==> config.mk <==
export PLATFORM = sky130hd
export DESIGN_NAME = ram_burst_reader_flat
export DESIGN_NICKNAME = d
export VERILOG_FILES = /design/src/rtl/ram_burst_reader_pkg.sv /design/src/rtl/ram_burst_reader_if.sv /design/src/rtl/ram_burst_reader_lat_pipe.sv /design/src/rtl/ram_burst_reader.sv /design/src/flat_wrapper.sv
export SDC_FILE = /design/constraint.sdc
export NUM_CORES = 1
export LEC_CHECK = 0
export BUFFER_PORTS_ARGS = -buffer_cell sky130_fd_sc_hd__buf_4
export CAP_MARGIN = 20
export CORE_UTILIZATION = 56
export CTS_CLUSTER_DIAMETER = 40
export DETAILED_ROUTE_END_ITERATION = 12
export PLACE_DENSITY = 0.88
export SYNTH_ARGS = -nofsm -noshare
export SYNTH_HDL_FRONTEND = slang
export SYNTH_SLANG_ARGS = --single-unit
export TNS_END_PERCENT = 10
==> constraint.sdc <==
create_clock -name clk -period 3.1 [get_ports clk]
set_clock_uncertainty 0.1 [all_clocks]
set_input_delay 0.465 -clock clk [delete_from_list [all_inputs] [get_ports clk]]
set_output_delay 0.465 -clock clk [all_outputs]
set_load 0.03 [all_outputs]
==> src/rtl/ram_burst_reader_pkg.sv <==
// Shared definitions for the RAM burst reader: FSM state encodings,
// default parameter values and the len-field width helper.
package ram_burst_reader_pkg;

  typedef enum logic [1:0] {
    RDR_IDLE  = 2'd0,
    RDR_ISSUE = 2'd1,
    RDR_DRAIN = 2'd2,
    RDR_DONE  = 2'd3
  } rdr_state_t;

  localparam int RDR_DEF_AW        = 16;
  localparam int RDR_DEF_DW        = 8;
  localparam int RDR_DEF_MAX_WORDS = 8;
  localparam int RDR_DEF_RD_LAT    = 1;

  // len carries word count minus one, so it needs clog2(MAX_WORDS) bits, never fewer than one.
  function automatic int rdr_len_width(input int max_words);
    return (max_words > 2) ? $clog2(max_words) : 1;
  endfunction

endpackage

==> src/rtl/ram_burst_reader_if.sv <==
// Request/RAM/result bundle of the burst reader. The sext signal exists only
// when RDR_SIGNEXT_EN is defined.
interface ram_burst_reader_if
  import ram_burst_reader_pkg::*;
#(
  parameter int AW        = RDR_DEF_AW,
  parameter int DW        = RDR_DEF_DW,
  parameter int MAX_WORDS = RDR_DEF_MAX_WORDS
) ();
  localparam int LW = rdr_len_width(MAX_WORDS);

  // Handshake: start is taken on a rising edge only while busy=0 (which includes
  // the done cycle); base_addr/len/sext are sampled at that same edge only. busy
  // stays high until the last word lands, and done pulses for one cycle with q final.
  logic                    start;
  logic [AW-1:0]           base_addr;
  logic [LW-1:0]           len;
`ifdef RDR_SIGNEXT_EN
  logic                    sext;
`endif
  logic                    mem_re;
  logic [AW-1:0]           mem_addr;
  logic [DW-1:0]           mem_rdata;
  logic                    busy;
  logic                    done;
  logic [MAX_WORDS*DW-1:0] q;

  modport slave (
    input  start, base_addr, len,
`ifdef RDR_SIGNEXT_EN
    input  sext,
`endif
    input  mem_rdata,
    output mem_re, mem_addr, busy, done, q
  );

  modport master (
    output start, base_addr, len,
`ifdef RDR_SIGNEXT_EN
    output sext,
`endif
    output mem_rdata,
    input  mem_re, mem_addr, busy, done, q
  );

endinterface

==> src/rtl/ram_burst_reader_lat_pipe.sv <==
// rdr_lat_pipe: LAT-stage shift register of {valid, word index} that lines up
// each issued read with the edge its RAM data must be captured on.
module rdr_lat_pipe #(
  parameter int LAT = 1,
  parameter int LW  = 3
) (
  input  logic          clk_i,
  input  logic          clr_i,
  input  logic          vld_i,
  input  logic [LW-1:0] idx_i,
  output logic          vld_o,
  output logic [LW-1:0] idx_o
);

  logic [LAT-1:0] vld_q;
  logic [LW-1:0]  idx_q [LAT];

  always_ff @(posedge clk_i) begin
    if (clr_i) begin
      vld_q <= '0;
      for (int s = 0; s < LAT; s++) idx_q[s] <= '0;
    end else begin
      vld_q[0] <= vld_i;
      idx_q[0] <= idx_i;
      for (int s = 1; s < LAT; s++) begin
        vld_q[s] <= vld_q[s-1];
        idx_q[s] <= idx_q[s-1];
      end
    end
  end

  assign vld_o = vld_q[LAT-1];
  assign idx_o = idx_q[LAT-1];

endmodule

==> src/rtl/ram_burst_reader.sv <==
// Multi-word RAM burst reader: issues len+1 sequential reads and packs the
// returned words little-endian into q. Optional sign fill under RDR_SIGNEXT_EN.
module ram_burst_reader
  import ram_burst_reader_pkg::*;
#(
  parameter int AW        = RDR_DEF_AW,
  parameter int DW        = RDR_DEF_DW,
  parameter int MAX_WORDS = RDR_DEF_MAX_WORDS,
  parameter int RD_LAT    = RDR_DEF_RD_LAT
) (
  input  logic               clk,
  input  logic               rst,
  ram_burst_reader_if.slave  bus,
  output rdr_state_t         state_o
);

  localparam int LW = rdr_len_width(MAX_WORDS);
  localparam int QW = MAX_WORDS * DW;

  rdr_state_t    state_q;
  logic          mem_re_q;
  logic [AW-1:0] mem_addr_q;
  logic          busy_q;
  logic          done_q;
  logic [QW-1:0] q_q;
  logic [QW-1:0] q_d;
  logic [LW-1:0] len_q;
  logic [LW-1:0] iss_idx_q;
`ifdef RDR_SIGNEXT_EN
  logic          sext_q;
`endif

  logic          cap_vld;
  logic [LW-1:0] cap_idx;
  logic          last_cap;

  // The pipe sees the read that the RAM samples at this edge, tagged with its word index.
  rdr_lat_pipe #(
    .LAT (RD_LAT),
    .LW  (LW)
  ) u_lat_pipe (
    .clk_i (clk),
    .clr_i (rst),
    .vld_i (mem_re_q),
    .idx_i (iss_idx_q),
    .vld_o (cap_vld),
    .idx_o (cap_idx)
  );

  assign last_cap = cap_vld && (cap_idx == len_q);

  always_comb begin
    q_d = q_q;
    for (int k = 0; k < MAX_WORDS; k++) begin
      if (cap_vld && (cap_idx == LW'(k))) begin
        q_d[k*DW +: DW] = bus.mem_rdata;
      end
`ifdef RDR_SIGNEXT_EN
      else if (last_cap && sext_q && (LW'(k) > cap_idx)) begin
        q_d[k*DW +: DW] = {DW{bus.mem_rdata[DW-1]}};
      end
`endif
    end
  end

  always_ff @(posedge clk) begin
    if (rst) begin
      state_q    <= RDR_IDLE;
      mem_re_q   <= 1'b0;
      mem_addr_q <= '0;
      busy_q     <= 1'b0;
      done_q     <= 1'b0;
      q_q        <= '0;
      len_q      <= '0;
      iss_idx_q  <= '0;
`ifdef RDR_SIGNEXT_EN
      sext_q     <= 1'b0;
`endif
    end else begin
      done_q <= 1'b0;
      q_q    <= q_d;
      case (state_q)
        RDR_ISSUE: begin
          if (iss_idx_q == len_q) begin
            mem_re_q <= 1'b0;
            state_q  <= RDR_DRAIN;
          end else begin
            mem_addr_q <= mem_addr_q + AW'(1);
            iss_idx_q  <= iss_idx_q + LW'(1);
          end
        end
        RDR_DRAIN: begin
          if (last_cap) begin
            state_q <= RDR_DONE;
            busy_q  <= 1'b0;
            done_q  <= 1'b1;
          end
        end
        default: begin
          // IDLE and DONE both accept a new burst; the pipe is empty here.
          if (bus.start) begin
            state_q    <= RDR_ISSUE;
            mem_re_q   <= 1'b1;
            mem_addr_q <= bus.base_addr;
            len_q      <= bus.len;
            iss_idx_q  <= '0;
            busy_q     <= 1'b1;
            q_q        <= '0;
`ifdef RDR_SIGNEXT_EN
            sext_q     <= bus.sext;
`endif
          end else begin
            state_q <= RDR_IDLE;
          end
        end
      endcase
    end
  end

  assign bus.mem_re   = mem_re_q;
  assign bus.mem_addr = mem_addr_q;
  assign bus.busy     = busy_q;
  assign bus.done     = done_q;
  assign bus.q        = q_q;
  assign state_o      = state_q;

endmodule

==> src/flat_wrapper.sv <==
// flat-port wrapper written by rule: the top's interface ports become plain ports
module ram_burst_reader_flat import ram_burst_reader_pkg::*;
#(
  parameter int AW        = RDR_DEF_AW,
  parameter int DW        = RDR_DEF_DW,
  parameter int MAX_WORDS = RDR_DEF_MAX_WORDS,
  parameter int RD_LAT    = RDR_DEF_RD_LAT
)
  (clk, rst, state_o, bus_start, bus_base_addr, bus_len, bus_mem_rdata, bus_mem_re, bus_mem_addr, bus_busy, bus_done, bus_q);
  ram_burst_reader_if #(.AW(AW), .DW(DW), .MAX_WORDS(MAX_WORDS)) bus_i ();
  input  logic clk;
  input  logic rst;
  output rdr_state_t state_o;
  input wire logic [$bits(bus_i.start)-1:0] bus_start;
  input wire logic [$bits(bus_i.base_addr)-1:0] bus_base_addr;
  input wire logic [$bits(bus_i.len)-1:0] bus_len;
  input wire logic [$bits(bus_i.mem_rdata)-1:0] bus_mem_rdata;
  output wire logic [$bits(bus_i.mem_re)-1:0] bus_mem_re;
  output wire logic [$bits(bus_i.mem_addr)-1:0] bus_mem_addr;
  output wire logic [$bits(bus_i.busy)-1:0] bus_busy;
  output wire logic [$bits(bus_i.done)-1:0] bus_done;
  output wire logic [$bits(bus_i.q)-1:0] bus_q;
  assign bus_i.start = bus_start;
  assign bus_i.base_addr = bus_base_addr;
  assign bus_i.len = bus_len;
  assign bus_i.mem_rdata = bus_mem_rdata;
  assign bus_mem_re = bus_i.mem_re;
  assign bus_mem_addr = bus_i.mem_addr;
  assign bus_busy = bus_i.busy;
  assign bus_done = bus_i.done;
  assign bus_q = bus_i.q;
  ram_burst_reader #(.AW(AW), .DW(DW), .MAX_WORDS(MAX_WORDS), .RD_LAT(RD_LAT)) u_core (.clk(clk), .rst(rst), .bus(bus_i), .state_o(state_o));
endmodule
==> impl_table.tex <==
\begin{tabular}{lr}
\hline
Metric & Value \\
\hline
\multicolumn{2}{l}{\textbf{Worst setup path}} \\
Launch point of the critical path & u\_core.state\_o[1] \\
Slowest stage delay, CP & 0.62 ns \\
Crit path max-delay cell type & sky130\_fd\_sc\_hd\_\_o21bai\_1 \\
Data required time of the critical path & 3.25 ns \\
Classification of the worst setup path & reg2reg \\
Setup slack of the worst register-to-register path & 0.76 ns \\
Chain of cells forming the critical path & inv\_1, ha\_1, buf\_4, o21bai\_1, a41oi\_2, a41oi\_1, a21oi\_1 \\
Kind of cell adding the most delay to the critical path & compound AO/OA/AOI/OAI gates \\
Last element of the critical path & u\_core.bus.mem\_addr[14] \\
Buffers plus inverters on the worst setup path & 2 \\
Kind of start point of the critical path & flip-flop \\
Startpoint of the most critical register-to-register path & u\_core.state\_o[1] \\
Critical path peak fanout & 23 \\
Arrival time at the worst endpoint & 2.50 ns \\
Critical Path Sink Type & flip-flop \\
End of the worst register-to-register path & u\_core.bus.mem\_addr[14] \\
Worst r2r path cells & 7 \\
Cell depth of the worst setup path & 7 \\
\multicolumn{2}{l}{\textbf{Yosys}} \\
Warnings from Yosys & 0 \\
Synthesized flop and latch total & 95 \\
Post-Syn Area per Cell & 7.81 sq um \\
Post-synthesis cell area & 4040 sq um \\
Most area-consuming cells after synthesis & sky130\_fd\_sc\_hd\_\_dfxtp\_1, sky130\_fd\_sc\_hd\_\_nand2\_1, sky130\_fd\_sc\_hd\_\_a21oi\_1 \\
Primary FF master, synth & sky130\_fd\_sc\_hd\_\_dfxtp\_1 \\
Number of enable flip-flop cells after synthesis & 0 \\
Syn\_nets & 552 \\
Post-synth top area share & 47.0\% \\
Share of async-settable or async-resettable flops after synthesis & 0\% \\
Post-synthesis cell count & 518 \\
Sequential area share after synthesis & 47.0\% \\
Library cells used by synthesis & 47 \\
Top cell type by total area after synthesis & sky130\_fd\_sc\_hd\_\_dfxtp\_1 \\
\multicolumn{2}{l}{\textbf{Finish}} \\
Highest-count cells in the layout ignoring fill and taps & sky130\_fd\_sc\_hd\_\_nand2\_1, sky130\_fd\_sc\_hd\_\_buf\_4, sky130\_fd\_sc\_hd\_\_dfxtp\_1 \\
Most frequent standard cell in the layout excluding fill and tap cells & sky130\_fd\_sc\_hd\_\_nand2\_1 \\
Filler Cell Count & 545 \\
Multi-input logic area & 2000 sq um \\
Number of diodes added for antenna fixing & 0 \\
Count of nets after finishing & 650 \\
Total area of sequential cells & 1900 sq um \\
Share of final-layout standard cells stronger than drive strength 1 & 22.5\% \\
Post-synthesis to final-layout area growth & 26.9\% \\
Final Instance Count excl. Fillers & 717 \\
\multicolumn{2}{l}{\textbf{Place}} \\
HPWL after DPL & 8420 microns \\
Placed Cells & 701 \\
Final weighted congestion of routability-driven global placement & 0.930 \\
I/O Buffers & 114 \\
\multicolumn{2}{l}{\textbf{Clock network}} \\
Clock edge transition at the registers on the reported setup and hold paths & 0.10 ns \\
Clock Root Buffer & sky130\_fd\_sc\_hd\_\_clkbuf\_8 \\
Clock latency reported for the late side of the worst-skew pair & 0.37 ns \\
Buffers from clock root to sink, at most & 2 \\
Clock sink count & 95 \\
Setup fix buffers added after clock tree synthesis & 0 \\
Number of buffers created by CTS & 9 \\
Clock tree from TritonCTS & built \\
Number of hold buffers added after CTS & 0 \\
Cts repair resizes & 0 \\
CTS H-tree depth & 3 \\
\multicolumn{2}{l}{\textbf{Detailed routing}} \\
Number of nets with antenna violations after detailed routing & 0 \\
Wire length reported by the detailed router & 12100 microns \\
Number of optimization iterations in the first detailed-route pass & 5 \\
Violation count after the first detailed-route iteration & 420 \\
DRC Markers & 0 \\
Vias per std cell & 5.97 \\
WL/cell & 16.8 microns \\
Via Count & 4282 \\
\multicolumn{2}{l}{\textbf{GRT}} \\
Number of global-route vias before repair & 3814 \\
Global-route wire length before repair & 18700 microns \\
Remaining global-route overflow & 0 \\
Overall Global Routing Usage & 32.1\% \\
Number of antenna violations at the first check in global routing & 0 \\
Maximum number of pins on one net before global-route repair & 65 \\
\multicolumn{2}{l}{\textbf{Pwr}} \\
IR Drop Worst-Case VDD & 0.000465 V \\
Power after layout & 3.45 mW \\
Pwr per Cell Area & 672 nW/um\^{}2 \\
Leakage power figure & 1.93 nW \\
\multicolumn{2}{l}{\textbf{Floorplanning}} \\
Core Region & 6870 sq um \\
Die outline height & 87.0 microns \\
Boundary Pins & 115 \\
Overall die width & 87.0 microns \\
Starting utilization of the core area & 58.9\% \\
Area of the die & 7560 sq um \\
Placement row count & 30 \\
\multicolumn{2}{l}{\textbf{Outcome}} \\
Run status & finished clean \\
\multicolumn{2}{l}{\textbf{Flow run}} \\
Max-cap violations & 0 \\
\multicolumn{2}{l}{\textbf{STA}} \\
Final setup violating endpoints & 0 \\
Highest clock rate & 427 MHz \\
Min Clock Period, post-route & 2.34 ns \\
Sum of negative setup slack & 0 ns \\
Worst Hold Slack & 0.245 ns \\
Hold Fails Final Rpt & 0 \\
Pin slew with the least headroom to its limit & 0.818 ns \\
Setup repair after global routing missed its margin & no \\
Worst relative slew slack & 45.1\% \\
Period Utilization, post-route & 75.6\% \\
Final count of pins violating max slew & 0 \\
\multicolumn{2}{l}{\textbf{Min path}} \\
Worst hold path class & in2reg \\
\hline
\end{tabular}
## stage by stage
stage / worst slack [ns] / area [sq um] / util (%)
after global placement: 0.840 / 4930 / 71.8
after global routing: 0.558 / 5130 / 74.7
after CTS: 0.797 / 5130 / 74.7
final: 0.758 / 5130 / 74.7
after detailed placement: 0.820 / 4930 / 71.8
after floorplan: 0.990 / 4040 / -
## sequential cells by signal, summed over array words and instances, names as in the netlist, 2 cells and up
name / cells
u_core.bus.mem_addr: 16
u_core.bus.q: 64
u_core.iss_idx_q: 3
u_core.len_q: 3
u_core.state_o: 2
u_core.u_lat_pipe.idx_q: 3
## area by class of cell
cell class / count / share of cell area [%]
multi-input combinational: 385 / 39.0
tap: 96 / 2.34
inverter: 7 / 0.512
clock inverter: 5 / 0.902
timing repair buffer: 118 / 17.3
sequential: 95 / 37.1
clock buffer: 11 / 2.95
## synth_stat cells (all sizes together) (3+ instances only)
| cell | instances |
|---|---|
| and3 | 4 |
| nor3 | 8 |
| o32ai | 3 |
| inv | 6 |
| buf | 14 |
| nand2 | 151 |
| nor2b | 10 |
| o21ai | 12 |
| nor4 | 5 |
| a41oi | 4 |
| nand4 | 7 |
| a31oi | 6 |
| mux2i | 3 |
| a21oi | 80 |
| nand2b | 7 |
| a22oi | 6 |
| dfxtp | 95 |
| xnor2 | 6 |
| or2 | 3 |
| a41o | 3 |
| clkbuf | 17 |
| ha | 4 |
| nor2 | 20 |
| nand3 | 15 |
| nand4b | 3 |
## power breakdown
part           total, mW  internal (mW)  leakage, nW  switching, mW
registers           1.52           1.33        0.770          0.184
logic               1.11          0.378         1.06          0.732
clock network      0.825          0.353        0.103          0.472
## metal layers
metal  GRT usage, %  up-vias  part of all wire (%)
met2           51.8      226                    48
met4           8.64        0                   1.6
met1           42.6     2043                    41
li1               -     1993                     -
met5              0        -                     0
met3           8.34       20                   9.3
## cell families (layout without fill, tap and decap cells)
kind of cell	after synthesis	in the layout	synth area share, %
AO/OA/AOI/OAI	131	131	19.5
XOR/XNOR	6	6	1.30
adder cells (fa/ha/maj)	4	4	1.24
buffers and inverters	38	141	3.59
flip-flops	95	95	47.0
multiplexers	3	3	0.743
AND/OR/NAND/NOR	241	241	26.6
## how the worst min path moves through the flow
stage	start	endpoint	slack [ns]	cells after the start
final	bus_len[2]	u_core.len_q[2]	0.24	3
after floorplan	u_core.len_q[1]	u_core.len_q[1]	0.37	2
after global placement	u_core.bus.q[4]	u_core.bus.q[4]	0.34	2
after CTS	bus_len[2]	u_core.len_q[2]	0.24	3
after detailed placement	u_core.bus.q[30]	u_core.bus.q[30]	0.35	2
after global routing	bus_len[1]	u_core.len_q[1]	0.24	3
## worst min-delay path, stage by stage
cell                      delay, ns
sky130_fd_sc_hd__buf_4         0.11
sky130_fd_sc_hd__nand3_1       0.05
sky130_fd_sc_hd__a21oi_1       0.05
(Power assumes the default switching activity.)
